--- src/rtl/uart_rx_os16.sv ---
// 8N1 UART receiver driven by an external 16x-baud square wave. The wave and the
// serial line are synchronized into the clk domain. Rising edges of the wave act
// as the oversampling enable, and each bit is sampled at its middle.
`timescale 1ns/1ps

module uart_rx_os16 #(
  parameter int unsigned DATA_BITS  = 8,
  parameter int unsigned OVERSAMPLE = 16
) (
  input  logic                 clk,
  input  logic                 rst_n,
  input  logic                 os_clk,
  input  logic                 rx,
  output logic [DATA_BITS-1:0] rx_data,
  output logic                 rx_valid,
  output logic                 rx_frame_err,
  output logic                 rx_busy
);

  localparam int unsigned TW = (OVERSAMPLE > 1) ? $clog2(OVERSAMPLE) : 1;
  localparam int unsigned BW = $clog2(DATA_BITS + 1);

  localparam logic [TW-1:0] TickMid  = TW'(OVERSAMPLE / 2 - 1);
  localparam logic [TW-1:0] TickLast = TW'(OVERSAMPLE - 1);
  localparam logic [BW-1:0] BitLast  = BW'(DATA_BITS - 1);

  typedef enum logic [2:0] {StIdle, StStart, StData, StStop, StBreak} state_e;

  logic [1:0]           os_sync_q;
  logic [1:0]           rx_sync_q;
  logic                 os_prev_q;
  logic                 os_tick;
  logic                 rx_s;

  state_e               state_q;
  logic [TW-1:0]        tick_q;
  logic [TW-1:0]        tick_inc;
  logic [BW-1:0]        bit_q;
  logic [DATA_BITS-1:0] shift_q;
  logic [DATA_BITS-1:0] rx_data_q;
  logic                 rx_valid_q;
  logic                 rx_frame_err_q;

  // Two-flop synchronizers; both idle high so reset looks like an idle line.
  always_ff @(posedge clk or negedge rst_n) begin
    if (!rst_n) begin
      os_sync_q <= 2'b11;
      rx_sync_q <= 2'b11;
      os_prev_q <= 1'b1;
    end else begin
      os_sync_q <= {os_sync_q[0], os_clk};
      rx_sync_q <= {rx_sync_q[0], rx};
      os_prev_q <= os_sync_q[1];
    end
  end

  assign os_tick  = os_sync_q[1] & ~os_prev_q;
  assign rx_s     = rx_sync_q[1];
  assign tick_inc = tick_q + 1'b1;

  // Frame FSM with registered strobes and byte output.
  always_ff @(posedge clk or negedge rst_n) begin
    if (!rst_n) begin
      state_q        <= StIdle;
      tick_q         <= '0;
      bit_q          <= '0;
      shift_q        <= '0;
      rx_data_q      <= '0;
      rx_valid_q     <= 1'b0;
      rx_frame_err_q <= 1'b0;
    end else begin
      rx_valid_q     <= 1'b0;
      rx_frame_err_q <= 1'b0;
      unique case (state_q)
        StIdle: begin
          if (os_tick && !rx_s) begin
            state_q <= StStart;
            tick_q  <= '0;
          end
        end
        StStart: begin
          // The entry tick counts as 0, so the mid-start check falls
          // OVERSAMPLE/2-1 ticks after the low level was first seen.
          if (os_tick) begin
            if (tick_inc == TickMid) begin
              state_q <= rx_s ? StIdle : StData;
              tick_q  <= '0;
              bit_q   <= '0;
            end else begin
              tick_q <= tick_inc;
            end
          end
        end
        StData: begin
          if (os_tick) begin
            if (tick_q == TickLast) begin
              shift_q <= {rx_s, shift_q[DATA_BITS-1:1]};
              tick_q  <= '0;
              bit_q   <= bit_q + 1'b1;
              if (bit_q == BitLast) begin
                state_q <= StStop;
              end
            end else begin
              tick_q <= tick_inc;
            end
          end
        end
        StStop: begin
          if (os_tick) begin
            if (tick_q == TickLast) begin
              tick_q <= '0;
              if (rx_s) begin
                rx_data_q  <= shift_q;
                rx_valid_q <= 1'b1;
                state_q    <= StIdle;
              end else begin
                rx_frame_err_q <= 1'b1;
                state_q        <= StBreak;
              end
            end else begin
              tick_q <= tick_inc;
            end
          end
        end
        StBreak: begin
          // Hold off until the line returns high so a stuck-low line is one error.
          if (os_tick && rx_s) begin
            state_q <= StIdle;
          end
        end
        default: state_q <= StIdle;
      endcase
    end
  end

  assign rx_data      = rx_data_q;
  assign rx_valid     = rx_valid_q;
  assign rx_frame_err = rx_frame_err_q;
  assign rx_busy      = (state_q != StIdle);

endmodule

--- config.mk ---
export PLATFORM = sky130hd
export DESIGN_NAME = uart_rx_os16
export DESIGN_NICKNAME = d
export VERILOG_FILES = /design/src/rtl/uart_rx_os16.sv
export SDC_FILE = /design/constraint.sdc
export NUM_CORES = 1
export LEC_CHECK = 0
export BUFFER_PORTS_ARGS = -buffer_cell sky130_fd_sc_hd__buf_2
export CAP_MARGIN = 25
export CORE_MARGIN = 5
export CORE_UTILIZATION = 50
export DETAILED_ROUTE_END_ITERATION = 10
export PLACE_DENSITY = 0.75
export SYNTH_ARGS = -nofsm -noshare
export SYNTH_HDL_FRONTEND = slang
export SYNTH_SLANG_ARGS = --single-unit
--- constraint.sdc ---
create_clock -name clk -period 3.1 [get_ports clk]
set_input_delay 0.62 -clock clk [delete_from_list [all_inputs] [get_ports clk]]
set_output_delay 0.62 -clock clk [all_outputs]
set_load 0.02 [all_outputs]
==> run_results.csv <==
group,metric,value,unit
run_status,outcome,"finished, final reports clean",
clock_tree,worstSkewPairLatency,0.34,ns
clock_tree,cts_tree,"done",
critical_path,setup.worst_path.start_class,"register",
finish,num_antenna_cells,0,
critical_path,endpoint_kind,"output port",
synth,synth_flop_cell,"dfrtp_1",
grt,track_usage,0.1611,
floorplan,start_util,0.5310,
timing,slew_viol_final,0,
clock_tree,cts_max_path_buffers,2,
synth,yosysTopAreaCell,"dfrtp_1",
power_and_ir_drop,p_leak,0.0008253,uW
critical_path,slowest_delay,0.59,ns
route,vias,1115,
place,io_buffers,14,
synth,synth_edf_count,0,
critical_path,startpoint,"state_q[0]",
critical_path,worstPathArrival,1.59,ns
synth,synth_xor_area_frac,0.005315,
grt,grt_max_degree,35,
critical_path,required,2.48,ns
route,drc,0,
synth,synth_area_leaders,"dfrtp_1, mux2_2, dfstp_2",
clock_tree,clock_sinks,34,
clock_tree,h-tree-depth,2,
timing,tightest_slew,0.7082,ns
floorplan,rows,20,
critical_path,cp_slowest_cell,"dfrtp_1",
place,numPlacedInstances,183,
grt,grt_pass1_vias,1101,
timing,finalHoldViolations,0,
clock_tree,cts_hold_buf,0,
floorplan,die_x,67.41,um
finish,final_util,0.5742,
synth,yosys.area.top_type_share,0.4404,
worst_hold_path,hold_path_class,"input pin to async pin",
grt,grt_pass1_wl,5.361,mm
finish,instances_no_fill,191,
synth,synth_compound_area_frac,0.1314,
critical_path,r2r_setup_slack,0.91,ns
critical_path,cp_max_fo,14,
clock_tree,cts.clk_slew.worst_paths,0.11,ns
route,ant_nets,0,
clock_tree,numCtsBuffers,5,
synth,syn_area_per_cell,12.48,um2
critical_path,critPathCapture,"rx_busy",
floorplan,fp.coreArea,3103,um2
timing,whs,0.3241,ns
synth,synthAdderAreaFrac,0.02278,
synth,async_flop_share,1.000,
synth,syn-num-nets,139,
critical_path,rr_endpoint,"shift_q[4]",
floorplan,dieArea,4543,um2
critical_path,critPathTopFamily,"flip-flops",
timing,max_slew_margin,0.5242,
timing,period_share,0.7143,
timing,period_minus_slack,2.214,ns
floorplan,ios,15,
clock_tree,cts_root_buf,"clkbuf_4",
timing,final.setup.tns,0,ns
power_and_ir_drop,finalPower,993.1,uW
route,first_pass_iters,4,
critical_path,worstSetupPathDepth,3,
route,routed_wl,3.022,mm
route,drtIter0Drc,41,
finish,drive_gt1_frac,0.3537,
timing,setup_violations,0,
grt,antenna_found_initial,0,
synth,yosys.area_share.simple,0.1716,
clock_tree,post_cts_buffers,0,
synth,yosysSeqAreaShare,0.5201,
timing,fmaxAchievable,0.4516,GHz
clock_tree,cts.repair.resized,0,
critical_path,critPathKind,"register to output port",
synth,syn_area,1648,um2
power_and_ir_drop,peakVddDrop,0.0004089,V
synth,yosys_register_bits,34,
route,wl_per_cell,15.82,um
place,gp_congestion,0.8469,
finish,synthToLayoutAreaGrowth,8.125,%
timing,fin_skew,0.01044,ns
synth,synthDistinctLibCells,43,
synth,ys_warn_count,0,
synth,syn_inst,132,
synth,synth_mux_area_frac,0.1093,
critical_path,r2r-start,"tick_q[0]",
floorplan,fp.dieH,67.41,um
finish,fin_nets,153,
synth,synth_top_family_by_area,"simple AND/OR/NAND/NOR gates",
timing,rsz0062_at_grt,"no",
run,maxCapViolCount,0,
power_and_ir_drop,powerDensity,557.4,nW/um2
place,place_hpwl,2.115,mm
critical_path,reg2reg_depth,4,
critical_path,worstPathCellList,"nor2_1, nand2_1, buf_2",
route,vias_per_cell,5.838,
grt,overflow,0,
critical_path,path_buf_inv,1,
==> worst min-delay path by stage <==
stage                       startpoint            to  cells after the start
after floorplan                  rst_n      bit_q[0]                      0
after global placement    rx_sync_q[0]  rx_sync_q[1]                      0
after detailed placement  rx_sync_q[0]  rx_sync_q[1]                      0
after CTS                        rst_n    shift_q[7]                      1
after global routing                rx  rx_sync_q[0]                      1
final                            rst_n    rx_data[6]                      1
==> registers in the layout, indices dropped and copies added (netlist names) <==
name,cells
os_prev_q,1
rx_sync_q,2
shift_q,8
rx_frame_err,1
state_q,3
bit_q,4
os_sync_q,2
tick_q,4
rx_data,8
rx_valid,1
==> synth_stat cells, types with 3 or more instances <==
cell and count:
nand3b_1 3, nor3_1 5, buf_6 3, ha_1 3, dfrtp_1 29, mux2_2 14, a31oi_1 4, nand3_1 4
nor2_1 6, clkbuf_1 3, nand2_1 6, a21oi_1 5, o21ai_0 3, dfstp_2 5, inv_1 4
==> routing by layer <==
| metal | wire length [um] | vias up | part of all wire | track usage |
|---|---|---|---|---|
| met5 | 0 | - | 0 | 0 |
| met4 | 45 | 0 | 0.015 | 0.05063 |
| met3 | 181 | 6 | 0.060 | 0.04992 |
| met2 | 1460 | 36 | 0.48 | 0.2454 |
| met1 | 1335 | 553 | 0.44 | 0.2197 |
| li1 | - | 520 | - | - |
==> worst reg2reg max path, stage by stage (launching register included) <==
cell,delay [ns]
dfrtp_1,0.50
ha_1,0.33
nand4_4,0.20
nor4_4,0.64
mux2_2,0.42
==> cell families (layout without fill, tap and decap cells) <==
kind of cell,after synthesis,in the layout
AND/OR/NAND/NOR,38,38
adder cells (fa/ha/maj),3,3
buffers and inverters,11,26
flip-flops,34,34
multiplexers,16,16
AO/OA/AOI/OAI,29,29
XOR/XNOR,1,1
==> power by group <==
part           leakage, uW  internal (uW)  switching, uW
clock            0.0000312           88.0            153
combinational     0.000354           82.9            114
sequential        0.000440            475           79.5
total             0.000825            646            347
==> layout make-up <==
type,instances,area [um2]
clock buffers,5,37.54
clock inverters,3,21.27
fillers,258,1321
inverters,4,15.01
multi-input cells,87,725.7
flip-flops and latches,34,857.1
well taps,44,55.05
repair buffers,14,70.07
==> placed cells by master, fill, tap and decap left out, types with 2 or more instances in the layout <==
cell type,count
a21o_1,2
a21oi_1,5
a22oi_1,2
a31oi_1,4
a32oi_1,2
buf_2,14
clkbuf_4,5
dfrtp_1,29
dfstp_2,5
ha_1,3
inv_1,4
mux2_1,2
mux2_2,14
nand2_1,6
nand3_1,4
nand3b_1,3
nand4_4,2
nor2_1,6
nor3_1,5
o21ai_0,3
o32ai_1,2
o41ai_1,2
==> through the flow <==
stage / setup WS, ns / instance area (um2)
floorplan: 1.345 / 1648
global placement: 1.033 / 1723
detailed placement: 0.9532 / 1723
CTS: 0.8969 / 1782
global route: 0.7527 / 1782
finish: 0.8857 / 1782
Note: power is estimated with default switching activity, not from simulation.
